**config.mk**
```make
export PLATFORM = sky130hd
export DESIGN_NAME = svm_alpha_accumulator_flat
export DESIGN_NICKNAME = d
export VERILOG_FILES = /design/src/rtl/svm_pkg.sv /design/src/rtl/svm_alpha_accumulator_if.sv /design/src/rtl/svm_mac_stage.sv /design/src/rtl/svm_alpha_accumulator.sv /design/src/flat_wrapper.sv
export SDC_FILE = /design/constraint.sdc
export NUM_CORES = 1
export LEC_CHECK = 0
export ABC_AREA = 1
export CORE_AREA = 2 2 206 208
export DETAILED_ROUTE_END_ITERATION = 8
export DIE_AREA = 0 0 208 210
export GPL_TIMING_DRIVEN = 0
export MAX_ROUTING_LAYER = met4
export PLACE_DENSITY_LB_ADDON = 0.2
export SLEW_MARGIN = 20
export SYNTH_ARGS = -nofsm -noshare
export SYNTH_HDL_FRONTEND = slang
export SYNTH_HIERARCHICAL = 1
export SYNTH_SLANG_ARGS = --single-unit
```
**constraint.sdc**
```tcl
create_clock -name clock -period 8.1 [get_ports clock]
set_clock_uncertainty 0.1 [all_clocks]
set_input_delay 0.81 -clock clock [delete_from_list [all_inputs] [get_ports clock]]
set_output_delay 0.81 -clock clock [all_outputs]
set_load 0.02 [all_outputs]
```
**src/rtl/svm_pkg.sv**
```systemverilog
// rtl/svm_pkg.sv - shared state encoding and width helpers for the SVM alpha accumulator
package svm_pkg;

  typedef enum logic [1:0] {
    ST_IDLE  = 2'd0,
    ST_ACCUM = 2'd1,
    ST_DRAIN = 2'd2,
    ST_DONE  = 2'd3
  } state_t;

  // Ceiling log2, with clog2(1) = 0.
  function automatic int clog2(input int value);
    int result;
    int remaining;
    result = 0;
    remaining = value - 1;
    while (remaining > 0) begin
      result = result + 1;
      remaining = remaining >> 1;
    end
    return result;
  endfunction

  // Wide enough to sum depth worst-case products without overflow, plus a sign bit.
  function automatic int acc_width(input int alpha_w, input int kernel_w, input int depth);
    return alpha_w + kernel_w + clog2(depth) + 1;
  endfunction

  localparam int ACC_WIDTH = acc_width(12, 12, 100);

endpackage

```
**src/rtl/svm_alpha_accumulator_if.sv**
```systemverilog
// rtl/svm_alpha_accumulator_if.sv - alpha/kernel beat stream into the accumulator
interface svm_alpha_accumulator_if #(
  parameter int alphaWidth  = 12,
  parameter int kernelWidth = 12
);
  logic                          in_valid;
  logic signed [alphaWidth-1:0]  alpha;
  logic signed [kernelWidth-1:0] kernel;
  logic                          group_end;
  logic                          last_in;

  modport master (output in_valid, alpha, kernel, group_end, last_in);
  modport slave  (input  in_valid, alpha, kernel, group_end, last_in);
endinterface

```
**src/rtl/svm_mac_stage.sv**
```systemverilog
// rtl/svm_mac_stage.sv - registered signed multiply followed by sign-extending accumulate
module svm_mac_stage #(
  parameter int alphaWidth  = 12,
  parameter int kernelWidth = 12,
  parameter int accWidth    = 32
) (
  input  logic                          clock,
  input  logic                          reset,
  input  logic                          clear,
  input  logic                          in_valid,
  input  logic                          in_last,
  input  logic signed [alphaWidth-1:0]  alpha,
  input  logic signed [kernelWidth-1:0] kernel,
  output logic signed [accWidth-1:0]    acc,
  output logic                          acc_final
);
  localparam int PW = alphaWidth + kernelWidth;

  logic signed [PW-1:0] product;
  logic                 s1_valid;
  logic                 s1_last;

  // Stage 1: full-width product; valid/last ride alongside so gaps leave the accumulator untouched.
  always_ff @(posedge clock) begin
    if (reset || clear) begin
      product  <= '0;
      s1_valid <= 1'b0;
      s1_last  <= 1'b0;
    end else begin
      s1_valid <= in_valid;
      s1_last  <= in_valid & in_last;
      if (in_valid) begin
        product <= alpha * kernel;
      end
    end
  end

  // Stage 2: sign-extend and accumulate; acc_final marks the cycle acc holds the complete sum.
  always_ff @(posedge clock) begin
    if (reset || clear) begin
      acc       <= '0;
      acc_final <= 1'b0;
    end else begin
      acc_final <= s1_valid & s1_last;
      if (s1_valid) begin
        acc <= acc + {{(accWidth - PW){product[PW-1]}}, product};
      end
    end
  end

endmodule

```
**src/rtl/svm_alpha_accumulator.sv**
```systemverilog
// rtl/svm_alpha_accumulator.sv - accumulates alpha*kernel over a stream and emits score and decision
module svm_alpha_accumulator
  import svm_pkg::*;
#(
  parameter int maxColumn     = 100,
  parameter int alphaWidth    = 12,
  parameter int kernelWidth   = 12,
  parameter int alphaMemDepth = 100,
  parameter int accWidth      = acc_width(alphaWidth, kernelWidth, alphaMemDepth)
) (
  input  logic                             clock,
  input  logic                             reset,
  input  logic                             clear,
  svm_alpha_accumulator_if.slave           beat,
  input  logic signed [accWidth-1:0]       bias,
  output logic                             result_valid,
  output logic signed [accWidth-1:0]       score,
  output logic                             decision,
  output logic [clog2(alphaMemDepth):0]    groups_done,
  output logic                             count_error,
  output logic                             busy
);
  localparam int CW = clog2(alphaMemDepth) + 1;
  // A well-formed stream closes at most this many groups; stray markers cannot push the count past it.
  localparam int GROUP_LIMIT = (alphaMemDepth + maxColumn - 1) / maxColumn;
  localparam logic [CW:0] DEPTH_W = (CW + 1)'(alphaMemDepth);

  state_t                      state;
  state_t                      state_nxt;
  logic                        drain_cnt;
  logic                        accept;
  logic [CW-1:0]               beat_cnt;
  logic signed [accWidth-1:0]  acc;
  logic                        acc_final;
  logic signed [accWidth-1:0]  final_sum;

  svm_mac_stage #(
    .alphaWidth (alphaWidth),
    .kernelWidth(kernelWidth),
    .accWidth   (accWidth)
  ) u_mac (
    .clock    (clock),
    .reset    (reset),
    .clear    (clear),
    .in_valid (accept),
    .in_last  (beat.last_in),
    .alpha    (beat.alpha),
    .kernel   (beat.kernel),
    .acc      (acc),
    .acc_final(acc_final)
  );

  // State register.
  always_ff @(posedge clock) begin
    if (reset) begin
      state <= ST_IDLE;
    end else begin
      state <= state_nxt;
    end
  end

  // Drain timer: DRAIN covers the two cycles the final beat needs to reach the accumulator.
  always_ff @(posedge clock) begin
    if (reset || clear || state != ST_DRAIN) begin
      drain_cnt <= 1'b0;
    end else begin
      drain_cnt <= ~drain_cnt;
    end
  end

  // Next-state logic; clear overrides everything and parks the FSM in IDLE.
  always_comb begin
    state_nxt = state;
    if (clear) begin
      state_nxt = ST_IDLE;
    end else begin
      case (state)
        ST_IDLE:  if (accept) state_nxt = beat.last_in ? ST_DRAIN : ST_ACCUM;
        ST_ACCUM: if (accept && beat.last_in) state_nxt = ST_DRAIN;
        ST_DRAIN: if (drain_cnt) state_nxt = ST_DONE;
        default:  state_nxt = ST_DONE;
      endcase
    end
  end

  // Output decode: beats are only taken before the final one, so a held last_in finalises once.
  always_comb begin
    accept = beat.in_valid && !clear && (state == ST_IDLE || state == ST_ACCUM);
    busy   = (state == ST_ACCUM && beat_cnt != '0) || state == ST_DRAIN || state == ST_DONE;
  end

  // Beat and group counters plus the length check taken at the final beat.
  always_ff @(posedge clock) begin
    if (reset || clear) begin
      beat_cnt    <= '0;
      groups_done <= '0;
      count_error <= 1'b0;
    end else if (accept) begin
      if (beat_cnt != '1) begin
        beat_cnt <= beat_cnt + 1'b1;
      end
      if (beat.group_end && groups_done < CW'(GROUP_LIMIT)) begin
        groups_done <= groups_done + 1'b1;
      end
      if (beat.last_in && (({1'b0, beat_cnt} + 1'b1) != DEPTH_W)) begin
        count_error <= 1'b1;
      end
    end
  end

  assign final_sum = acc + bias;

  // Final stage: bias is added once the last product is in; score and decision then hold.
  always_ff @(posedge clock) begin
    if (reset || clear) begin
      result_valid <= 1'b0;
      score        <= '0;
      decision     <= 1'b0;
    end else begin
      result_valid <= acc_final;
      if (acc_final) begin
        score    <= final_sum;
        decision <= ~final_sum[accWidth-1];
      end
    end
  end

endmodule

```
**src/flat_wrapper.sv**
```systemverilog
// flat-port wrapper written by rule: the top's interface ports become plain ports
module svm_alpha_accumulator_flat import svm_pkg::*;
#(
  parameter int maxColumn     = 100,
  parameter int alphaWidth    = 12,
  parameter int kernelWidth   = 12,
  parameter int alphaMemDepth = 100,
  parameter int accWidth      = acc_width(alphaWidth, kernelWidth, alphaMemDepth)
)
  (clock, reset, clear, bias, result_valid, score, decision, groups_done, count_error, busy, beat_in_valid, beat_alpha, beat_kernel, beat_group_end, beat_last_in);
  svm_alpha_accumulator_if #(.alphaWidth(alphaWidth), .kernelWidth(kernelWidth)) beat_i ();
  input  logic clock;
  input  logic reset;
  input  logic clear;
  input  logic signed [accWidth-1:0] bias;
  output logic result_valid;
  output logic signed [accWidth-1:0] score;
  output logic decision;
  output logic [clog2(alphaMemDepth):0] groups_done;
  output logic count_error;
  output logic busy;
  input wire logic [$bits(beat_i.in_valid)-1:0] beat_in_valid;
  input wire logic [$bits(beat_i.alpha)-1:0] beat_alpha;
  input wire logic [$bits(beat_i.kernel)-1:0] beat_kernel;
  input wire logic [$bits(beat_i.group_end)-1:0] beat_group_end;
  input wire logic [$bits(beat_i.last_in)-1:0] beat_last_in;
  assign beat_i.in_valid = beat_in_valid;
  assign beat_i.alpha = beat_alpha;
  assign beat_i.kernel = beat_kernel;
  assign beat_i.group_end = beat_group_end;
  assign beat_i.last_in = beat_last_in;
  svm_alpha_accumulator #(.maxColumn(maxColumn), .alphaWidth(alphaWidth), .kernelWidth(kernelWidth), .alphaMemDepth(alphaMemDepth), .accWidth(accWidth)) u_core (.clock(clock), .reset(reset), .clear(clear), .beat(beat_i), .bias(bias), .result_valid(result_valid), .score(score), .decision(decision), .groups_done(groups_done), .count_error(count_error), .busy(busy));
endmodule
```
### Word-level counts from Yosys, hierarchy flattened

Index checks and enable logic that the tools add are counted.

| cells by class | value |
|---|---|
| add/sub/neg operators | 5 |
| multiply operators | 1 |
| order comparisons | 1 |
| equality and inequality tests | 9 |
| mux-type cells | 5 |
| bitwise gates (word level) | 4 |
| reduce and logical (&&, ||, !) cells | 19 |

Operators with widths:

| cell | number |
|---|---|
| $add 32x32->32 | 2 |
| $mul 12x12->24 | 1 |
| $add 8x1->8 const B | 2 |
| $add 8x1->9 const B | 1 |
| $ne 9x7->1 const B | 1 |
| $lt 8x1->1 const B | 1 |
| $mux 2 | 4 |
| $ne 8x8->1 const B | 1 |
| $reduce_bool 8->1 | 1 |
| $logic_and 1x1->1 | 6 |
| $ne 2x1->1 const B | 3 |
| $pmux 2 s3 | 1 |
| $reduce_and 2->1 | 3 |
| $logic_or 1x1->1 | 5 |
| $eq 2x2->1 const B | 2 |
| $reduce_and 3->1 | 1 |
| $and 1x1->1 | 2 |
| $eq 2x1->1 const B | 1 |
| $logic_not 2->1 | 1 |
| $ne 2x2->1 const B | 1 |
| $not 1->1 | 2 |
| $reduce_or 2->1 | 1 |
| $logic_not 1->1 | 1 |

| storage, ports and cells | value |
|---|---|
| register bits after elaboration | 113 |
| input bits | 62 |
| output and inout bits | 44 |
| word-level logic and storage cells | 57 |

### Depth between registers and ports, before layout

Gate-level depths: netlist (run 1).

| logic depth | value |
|---|---|
| depth in word-level cells | 6 |
| mapped depth | 26 |
| gate-level depth less buffers | 25 |

### Cells and area by module

The synthesis (run 1) kept the hierarchy.

Modules (own cells, without submodules):

| module | instances | cells each | area each (µm²) | seq. area each (µm²) |
|---|---|---|---|---|
| svm_mac_stage | 1 | 1460 | 10040.9 | 1181.1 |
| svm_alpha_accumulator | 1 | 699 | 4259.1 | 1081.0 |

### Worst setup path before layout (run 1)

Ideal clock, no wire load.

| timing path | value |
|---|---|
| path type | input to register |
| from | input beat_alpha[11] |
| to | register u_core.u_mac.product[22] |
| data arrival time | 5.200 ns |
| data required time | 7.885 ns |
| setup slack | 2.685 ns |
| stages on the path | 20 |
| path buffers | 1 |
| path through | clkbuf_1 nand2_1 fa_1 inv_1 fa_1 inv_1 fa_1 inv_1 fa_1 inv_1 fa_1 inv_1 ha_1 nand2_1 nor3_1 nand4_1 nand3_1 nor2_1 o21ai_0 inv_1 |

| between the ends | value |
|---|---|
| cells in the longest elaborated chain, start to end | 1 |

RTL lines:

| item | line | text |
|---|---|---|
| start, declared | flat_wrapper.sv:23 | `input wire logic [$bits(beat_i.alpha)-1:0] beat_alpha;` |
| $mul 12x12->24 | svm_mac_stage.sv:33 | `product <= alpha * kernel;` |
| end signal, assigned | svm_mac_stage.sv:33 |  |
| end, declared | svm_mac_stage.sv:19 | `logic signed [PW-1:0] product;` |

No other way between the ends.
A chain may end at the register's enable or synchronous reset.

### Worst setup path after layout (run 1)

| timing path | value |
|---|---|
| from | input beat_kernel[8] |
| to | register u_core.u_mac.product[23] |

| between the ends | value |
|---|---|
| cells in the longest elaborated chain, start to end | 1 |

RTL lines:

| item | line | text |
|---|---|---|
| start, declared | flat_wrapper.sv:24 | `input wire logic [$bits(beat_i.kernel)-1:0] beat_kernel;` |
| $mul 12x12->24 | svm_mac_stage.sv:33 |  |

No other way between the ends.

==> run metrics, run 1 <==
Sequential Power Share=0.137; relative slew slack=0.4673; Worst Path Buf+Inv=10; maximum VDD drop=0.0003102 V; grt ovf=0; Simple-Gate Fraction of Synth Area=0.2834; Avg WL per Cell=14.35 µm; placed insts=2803; CTS Buf Count=17; fillers=4489; Reg-to-Reg End=u_core/u_mac/acc[18]$_SDFFE_PP0P_; dominant cell type by area after synthesis=fa_1; Worst Hold Class=flip-flop to flip-flop; Post-Syn Area=14300 µm²; Area Overhead vs Synth=16.16%; Cell Int Power=2.101 mW; initial DRC count=856; number of vias per cell=4.738; Die Y=210 µm; DP HPWL=34450 µm; Clock transition at path regs=0.06 ns; non-filler cells, final=2835; DR vias=13430; post-synthesis adder-cell area fraction=0.2992; vias in the first global route=13470; CP required=8.33 ns; Slew Viols, Final=0; maximum clock path buffer count=2; worst-margin pin slew=0.7990 ns; final hold violation count=0; ys async rst share=0; Critical Path AT=6.48 ns; Most Frequent Cell on Critical Path=inv_1; post-CTS setup repair buffer count=0; top cells by area, synth=fa_1, dfxtp_1, nand2_1; status=completed; Placeable Area=41480 µm²; reg2reg path depth=14; Yosys cell types=43; Mapped Cells=2159; H-tree Lvls=4; hold depth=1; # rows=75; Switching Fraction=0.5115; Ports=106; #FFs+latches synth=113; DRT Wirelength=40670 µm; Crit Path Class=input pin to flip-flop; Post-synth EDFFs=0; post-CTS sizing=0; Mapped Nets=2479; Max Cap Viol=0; Skew-Pair Late Insertion Delay=0.43 ns; Yosys warning count=6; CP max FO=10; crit-path max cell delay=0.65 ns; initial antenna violation count=0; Ant. Diodes=0; fmax=0.1600 GHz; Compound-Gate Fraction of Synth Area=0.09108; clock group share of total power=0.177; switching pwr=2.201 mW; Leak Pwr=8.874 nW; Gate power share=0.685; fraction of layout cells with a size suffix above 1=0.03702; Initial Utilization=0.3448; Hold Path End=u_core/drain_cnt$_SDFF_PP0_; nets@finish=2603; die area=43680 µm²; Crit. Startpoint=beat_kernel[8]; reg2reg setup slack=5.45 ns; Reg-to-Reg Start=u_core/u_mac/acc[0]$_SDFFE_PP0P_; sequential fraction of the synthesis area=0.1582; Primary FF master, synth=dfxtp_1; xor-xnor portion of the synthesized cell area=0.02817; multiplexer share of the synthesized area=0; gr usage total=0.2008; drt pass-1 iters=5; Worst setup EP type=flip-flop; hold path start=u_core/drain_cnt$_SDFF_PP0_; setup_tns=0 ns; gpl congestion=0.8946; DR DRC count=0; PwrDens=259.0 nW/µm²; largest family of logic cells by synthesized area=adder cells; largest net degree at the start of global routing=17; CP top delay family=adder cells; Slowest-stage cell, CP=fa_1; first-pass GRT wire length=68800 µm; Sink Count=113; Setup-failing EPs final=0; # port buffers=105; Die Span X=208 µm; period utilization=0.7717; Synth Area per Inst=6.623 µm²; unrepaired setup endpoints after global routing=false; hold buffers post-CTS=0; Yosys top cell area share=0.1960; Detail Route Antenna Nets=0; clock period minus worst slack=6.251 ns; startpoint types=input pin; CTS tree=built; CTS root buffer=clkbuf_16
==> how the worst max path moves through the flow <==
stage          cells past startpoint  slack, ns                                     to
3_5_place_dp                      25       1.42  u_core/u_mac/product[23]$_SDFFE_PP0P_
6_report                          25       1.85  u_core/u_mac/product[23]$_SDFFE_PP0P_
4_1_cts                           25       1.84  u_core/u_mac/product[23]$_SDFFE_PP0P_
2_1_floorplan                     20       2.68  u_core/u_mac/product[22]$_SDFFE_PP0P_
5_1_grt                           25       1.49  u_core/u_mac/product[23]$_SDFFE_PP0P_
3_3_place_gp                      25       1.37  u_core/u_mac/product[23]$_SDFFE_PP0P_
==> per-layer routing <==
metal,track usage,wire length (µm),vias to the layer above
met3,0.02011,1675,33
met2,0.3338,18930,272
met4,0.03742,459,0
li1,-,-,6839
met5,-,0,-
met1,0.2684,19600,6289
==> sequential cells by signal, summed over array words and instances, names as in the netlist <==
signal	count
u_core/u_mac/acc	32
u_core/decision	1
u_core/drain_cnt	1
u_core/u_mac/product	24
u_core/u_mac/s1_last	1
u_core/state	2
u_core/beat_cnt	8
u_core/groups_done	8
u_core/count_error	1
u_core/score	32
u_core/result_valid	1
u_core/u_mac/acc_final	1
u_core/u_mac/s1_valid	1
==> cell families after synthesis <==
logic type               after synthesis
XOR/XNOR                              46
buffers and inverters                532
AO/OA/AOI/OAI                        236
flip-flops                           113
adder cells (fa/ha/maj)              258
AND/OR/NAND/NOR                      974
==> cell usage after synthesis, drive strengths merged (7+ instances only) <==
master,count
fa,140
nor3,15
nand2,561
o21bai,12
xnor2,15
nand3,118
dfxtp,113
xor2,31
inv,479
a21o,8
nor2,239
nand4,21
ha,118
a21oi,107
clkbuf,48
a31oi,7
o21ai,87
or2,7
==> placed cells by master, fill, tap and decap left out, drive strengths merged, types with 2 or more instances in the layout <==
master	synthesis	routed
dfxtp	113	113
clkbuf	48	65
nand2	561	561
nand4	21	21
a211oi	3	3
fa	140	140
a21oi	107	107
xnor2	15	15
a31oi	7	7
or2	7	7
o211ai	5	5
inv	479	491
and2	3	3
nor2	239	239
clkdlybuf4s50	0	105
o21bai	12	12
a21boi	2	2
clkinvlp	0	2
buf	5	5
nand3b	3	3
o21a	3	3
ha	118	118
xor2	31	31
a21o	8	8
nand3	118	118
nor3	15	15
o21ai	87	87
nor4	5	5
==> area by class of cell <==
type | instances | area (µm²) | share of cell area
Multi-Input combinational cell | 1514 | 10040 | 0.6042
Sequential cell | 113 | 2262 | 0.1362
Inverter | 479 | 1798 | 0.1082
Timing Repair Buffer | 105 | 1051 | 0.06327
Tap cell | 539 | 674.4 | 0.04060
Clock buffer | 17 | 425.4 | 0.02561
Buffer | 53 | 202.7 | 0.01220
Clock inverter | 15 | 160.2 | 0.009642
==> per-stage QoR <==
step	setup slack [ns]	total power [mW]	util	hold WS [ns]	instance area [µm²]
5_1_grt	1.487	4.870	0.4005	0.3276	16610
6_report	1.849	4.302	0.4005	0.3205	16610
2_1_floorplan	2.685	2.847	-	0.2998	14300
3_3_place_gp	1.365	3.562	0.3864	0.3132	16030
3_5_place_dp	1.424	3.571	0.3864	0.3141	16030
4_1_cts	1.838	4.359	0.4005	0.3235	16610
==> power groups by stage <==
stage / registers, mW / clock network, mW / logic (mW)
global placement: 0.604 / 0 / 2.96
finish: 0.591 / 0.763 / 2.95
detailed placement: 0.604 / 0 / 2.97
floorplan: 0.594 / 0 / 2.25
CTS: 0.591 / 0.783 / 2.99
global route: 0.592 / 0.803 / 3.47
Note: power is estimated with default switching activity, not from simulation.
==> run 2, diff against run 1 <==
==> constraint.sdc (replaced) <==
create_clock -name clock -period 5.3 [get_ports clock]
set_clock_uncertainty 0.1 [all_clocks]
set_input_delay 0.53 -clock clock [delete_from_list [all_inputs] [get_ports clock]]
set_output_delay 0.53 -clock clock [all_outputs]
set_load 0.02 [all_outputs]
==> run 2 against run 1 <==
- design area rose by 3.4%
- hold slack barely moved
- routed wire length rose by 1.6%
- core utilization rose by 1.4 points
- worst setup slack got worse by 1.6 ns
- sequential share of layout area fell by 0.45 points
- clock-buffer cell count did not move
- largest power group unchanged
==> run metrics, run 2 (same netlist as run 1, synthesis figures left out) <==
hold buffers post-CTS=0 (unchanged); DRT Wirelength=41310 µm (+1.6%); PwrDens=433.9 nW/µm² (+68%); die area=43680 µm² (unchanged); Skew-Pair Late Insertion Delay=0.43 ns (about the same); DP HPWL=34450 µm (unchanged); commonest non-fill, non-tap cell in the layout=nand2_1; Power Total=7.454 mW (+73%); Detail Route Antenna Nets=0 (unchanged); gpl congestion=0.8946 (unchanged); Worst Hold Class=flip-flop to flip-flop; Crit Path Class=input pin to flip-flop; H-tree Lvls=4 (unchanged); most frequent cells in the layout=nand2_1, inv_1, nor2_1; # rows=75 (unchanged); Initial Utilization=0.3448 (unchanged); clock period minus worst slack=5.086 ns; Placeable Area=41480 µm² (unchanged); maximum clock path buffer count=2 (unchanged); Avg WL per Cell=14.48 µm (+0.93%); largest registers=u_core/score (32), u_core/u_mac/acc (32), u_core/u_mac/product (24); Die Span X=208 µm (unchanged); vias in the first global route=13530 (+0.47%); fmax=0.1966 GHz; initial DRC count=832 (-2.8%); CTS root buffer=clkbuf_16; Ant. Diodes=0 (unchanged); largest net degree at the start of global routing=17 (unchanged); placed insts=2803 (unchanged); final hold violation count=0 (unchanged); initial antenna violation count=0 (unchanged); drt pass-1 iters=5 (unchanged); Leak Pwr=9.144 nW (+3.1%); nets@finish=2621 (+0.69%); period utilization=0.9596; Slew Viols, Final=0 (unchanged); DR vias=13540 (+0.79%); Critical Path AT=5.31 ns (-1.17 ns); CTS tree=built; CP max FO=5 (-5); Worst setup EP type=flip-flop; startpoint types=input pin; Ports=106 (unchanged); Area Overhead vs Synth=20.12%; worst-margin pin slew=0.8064 ns (+0.007391 ns); maximum VDD drop=0.0005355 V (+73%); Clock transition at path regs=0.06 ns (about the same); non-filler cells, final=2853 (+0.63%); first-pass GRT wire length=69070 µm (+0.39%); Setup-failing EPs final=0 (unchanged); CP required=5.53 ns (-2.80 ns); gr usage total=0.2014 (+0.0006296); # port buffers=105 (unchanged); Die Y=210 µm (unchanged); CTS Buf Count=17 (unchanged); relative slew slack=0.4624 (-0.004928); Sink Count=113 (unchanged); status=completed; DR DRC count=0 (unchanged); Max Cap Viol=0 (unchanged); number of vias per cell=4.746 (+0.15%); Final Core Density=0.4141 (+0.01367); fraction of layout cells with a size suffix above 1=0.07865 (+0.04163); setup_tns=0 ns (unchanged); grt ovf=0 (unchanged)
-- run 2: cell count changes in the layout (fill, tap and decap cells not counted), moves of 8 or more --
cell / delta
dlymetal6s2s_1: +9
buf_6: +11
ha_1: -16
clkbuf_1: -24
buf_4: +17
a21oi_1: -8
clkdlybuf4s50_1: -13
ha_4: +9
nor2_1: -8
-- run 2: final timing paths --
check / start / end / slack, ns / cells after the start
max: beat_kernel[11] / u_core/u_mac/product[23]$_SDFFE_PP0P_ / 0.21 / 22
min: u_core/drain_cnt$_SDFF_PP0_ / u_core/drain_cnt$_SDFF_PP0_ / 0.32 / 1
max reg2reg: u_core/u_mac/product[0]$_SDFFE_PP0P_ / u_core/u_mac/acc[18]$_SDFFE_PP0P_ / 2.63 / 14
min reg2reg: u_core/drain_cnt$_SDFF_PP0_ / u_core/drain_cnt$_SDFF_PP0_ / 0.32 / 1
-- run 2: area by class of cell --
type                       count  area [µm²]
fill                        4448       24300
multi-input combinational   1514       10280
sequential                   113        2262
inverter                     479        1802
timing repair buffer         123        1194
tap                          539       674.4
clock buffer                  17       425.4
buffer                        53       375.4
clock inverter                15       160.2
-- run 2: power breakdown --
part / switching [mW] / internal (mW)
logic: 3.21 / 2.18
registers: 0.0286 / 0.875
clock network: 0.500 / 0.669
-- run 2: critical path: stages --
cell and delay, ns:
clkdlybuf4s50_1 0.47, inv_2 0.08, or2_4 0.24, fa_1 0.50, inv_1 0.06, fa_1 0.49, inv_1 0.05, fa_1 0.50
inv_1 0.06, fa_1 0.52, inv_1 0.06, fa_1 0.53, inv_1 0.06, ha_4 0.24, a21oi_1 0.19, o21ai_0 0.12
a21oi_1 0.18, nand3_2 0.13, nand3_1 0.10, nand3_2 0.09, nand2_1 0.08, inv_1 0.03
-- run 2: repair_timing --
action,4_1_cts,5_1_grt
setup buffers,2,13
pin swaps,2,14
setup endpoints to repair,14,13
gates resized for setup,76,96
gates cloned,1,2
-- run 2: per-stage QoR --
step / hold WS [ns] / setup slack (ns) / cell area (µm²)
2_1_floorplan: 0.2998 / 0.1650 / 14300
6_report: 0.3207 / 0.2140 / 17180
3_5_place_dp: 0.3141 / -1.096 / 16030
5_1_grt: 0.3276 / -0.004671 / 17180
4_1_cts: 0.3235 / 0.001990 / 16840
3_3_place_gp: 0.3132 / -1.155 / 16030
-- run 2: metal layers --
metal,global-route usage,vias to the layer above,part of all wire
met3,0.02026,29,0.043
met5,-,-,0
met1,0.2686,6359,0.48
li1,-,6871,-
met2,0.3351,280,0.47
met4,0.03864,0,0.011
==> run 3, diff against run 2 <==
==> constraint.sdc (replaced) <==
create_clock -name clock -period 4.7 [get_ports clock]
set_clock_uncertainty 0.1 [all_clocks]
set_input_delay 0.705 -clock clock [delete_from_list [all_inputs] [get_ports clock]]
set_output_delay 0.705 -clock clock [all_outputs]
set_load 0.02 [all_outputs]
==> run 3 against run 2 <==
- the run now ends with setup timing left
- register-to-register slack worse by 0.49 ns
- core utilization is 4.1 points higher
- clock power is 15% higher
- sequential cell count stayed put
- critical endpoint is now u_core/u_mac/product[22]$_SDFFE_PP0P_
- total power is 59% higher
- global-route usage is 1.2 points higher
- worst setup slack worse by 0.32 ns
- non-clock buffer count is 89 higher
- largest cell class unchanged
- hold slack better by 0.0014 ns
- design area is 9.9% higher
- sequential power is 13% higher
- routed wire length is 6.5% higher
==> run metrics, run 3 (same netlist as run 1, synthesis figures left out) <==
status=complete, but fails checks; failing checks=setup timing; Die Y=210 µm (unchanged); Ports=106 (unchanged); CTS tree=built; Worst setup EP type=flip-flop; CP max FO=5 (unchanged); clock period minus worst slack=4.804 ns; fraction of layout cells with a size suffix above 1=0.1773 (+0.09863); Slowest-stage cell, CP=fa_2; DP HPWL=34980 µm (+1.5%); Cell Chain, Critical Path=buf_12 -> clkbuf_16 -> nand2_4 -> fa_2 -> fa_2 -> inv_2 -> fa_1 -> inv_2 -> fa_2 -> fa_1 -> inv_2 -> ha_4 -> buf_4 -> nand2_4 -> nor2_1 -> a21oi_2 -> nand3_2 -> nand2_1 -> nand2_1 -> o21ai_1 -> inv_1; gr usage total=0.2132 (+0.01182); hold path start=u_core/u_mac/s1_last$_SDFF_PP0_; period utilization=1.022; setup_tns=-0.2573 ns (-0.2573 ns); DR DRC count=0 (unchanged); fillers=4236 (-4.8%); Die Span X=208 µm (unchanged); placed cell areas=16520 µm² (+3.1%); CTS root buffer=clkbuf_16; H-tree Lvls=4 (unchanged); Ant. Diodes=0 (unchanged); Skew-Pair Late Insertion Delay=0.43 ns (about the same); CTS Buf Count=17 (unchanged); maximum VDD drop=0.0008934 V (+67%); Crit Path Class=input pin to flip-flop; maximum clock path buffer count=2 (unchanged); grt ovf=0 (unchanged); register area=2262 µm² (unchanged); fmax=0.2082 GHz; Detail Route Antenna Nets=0 (unchanged); final hold violation count=0 (unchanged); largest registers=u_core/score (32), u_core/u_mac/acc (32), u_core/u_mac/product (24); Leak Pwr=9.783 nW (+7.0%); worst hold margin=0.3221 ns (+0.001426 ns); # port buffers=105 (unchanged); nets@finish=2710 (+3.4%); Slew Viols, Final=0 (unchanged); initial antenna violation count=0 (unchanged); startpoint types=input pin; Critical Path AT=5.02 ns (-0.29 ns); Max Cap Viol=0 (unchanged); Clock transition at path regs=0.06 ns (about the same); commonest non-fill, non-tap cell in the layout=nand2_1; PwrDens=628.1 nW/µm² (+45%); unrepaired setup endpoints after global routing=true; vias in the first global route=14080 (+4.1%); Reg-to-Reg Start=u_core/u_mac/acc[0]$_SDFFE_PP0P_; die area=43680 µm² (unchanged); number of vias per cell=4.797 (+1.1%); DR vias=14110 (+4.2%); worst-margin pin slew=0.7442 ns (-0.06221 ns); Worst Hold Class=flip-flop to flip-flop; Setup-failing EPs final=5 (+5); Placeable Area=41480 µm² (unchanged); # rows=75 (unchanged); Sink Count=113 (unchanged); Area Overhead vs Synth=32.03%; largest net degree at the start of global routing=17 (unchanged); DRT Wirelength=44010 µm (+6.5%); relative slew slack=0.5039 (+0.04147); crit-path max cell delay=0.67 ns (+0.14 ns); Place WS=-1.246 ns (-0.1499 ns); Initial Utilization=0.3448 (unchanged); Crit. Startpoint=beat_alpha[11]; first-pass GRT wire length=72390 µm (+4.8%); drt pass-1 iters=5 (unchanged); CP required=4.92 ns (-0.61 ns); multi-input combinational cell area=10960 µm² (+6.5%); setup ws final=-0.1036 ns (-0.3176 ns); gpl congestion=0.9172 (+2.5%); Avg WL per Cell=14.96 µm (+3.3%); most frequent cells in the layout=nand2_1, inv_1, nor2_1; design area=18880 µm² (+9.9%); initial DRC count=804 (-3.4%)
-- run 3: per-stage QoR --
stage / std cells / utilization / total power [mW]
3_5_place_dp: 2803 / 0.3983 / 7.479
5_1_grt: 2942 / 0.4552 / 12.91
4_1_cts: 2911 / 0.4407 / 10.78
3_3_place_gp: 2803 / 0.3983 / 7.471
2_1_floorplan: 2159 / - / 6.106
6_report: 2942 / 0.4552 / 11.86
-- run 3: area by class of cell --
type	count	share of cell area
flip-flops and latches	113	0.1198
clock buffers	17	0.02253
plain buffers	53	0.02638
inverters	479	0.09563
well taps	539	0.03572
repair buffers	212	0.1105
multi-input cells	1514	0.5803
clock inverters	15	0.009211
-- run 3: critical path, delay by kind of cell --
kind / cells / cell delay [ns]
AOI/OAI and AO/OA: 2 / 0.30
and+or+nand+nor: 6 / 0.43
adders and majority gates: 6 / 2.95
buffers and inverters: 7 / 0.62
-- run 3: where the power goes --
part           total [mW]  internal (mW)  switching [mW]
clock network        1.35          0.799           0.550
logic                9.49           4.41            5.08
registers            1.02          0.987          0.0318
total                11.9           6.19            5.67
-- run 3: timing repair --
action	in CTS	in global routing
setup endpoints to repair	17	14
resized for setup	254	123
hold buffers	0	0
pin swaps	100	112
buffers inserted	67	31
gates cloned	10	0
-- run 3: layer usage --
| metal | global-route usage | share of wire |
|---|---|---|
| met1 | 0.2790 | 0.47 |
| met2 | 0.3478 | 0.46 |
| met3 | 0.03427 | 0.049 |
| met4 | 0.04842 | 0.019 |
| met5 | - | 0 |
-- run 3: path summary, 6_finish.rpt --
check / to / slack, ns / depth (start not counted)
worst min-delay path: u_core/u_mac/acc_final$_SDFF_PP0_ / 0.32 / 2
worst min register to register: u_core/u_mac/acc_final$_SDFF_PP0_ / 0.32 / 2
worst max register to register: u_core/u_mac/acc[18]$_SDFFE_PP0P_ / 2.14 / 14
worst max-delay path: u_core/u_mac/product[22]$_SDFFE_PP0P_ / -0.10 / 21
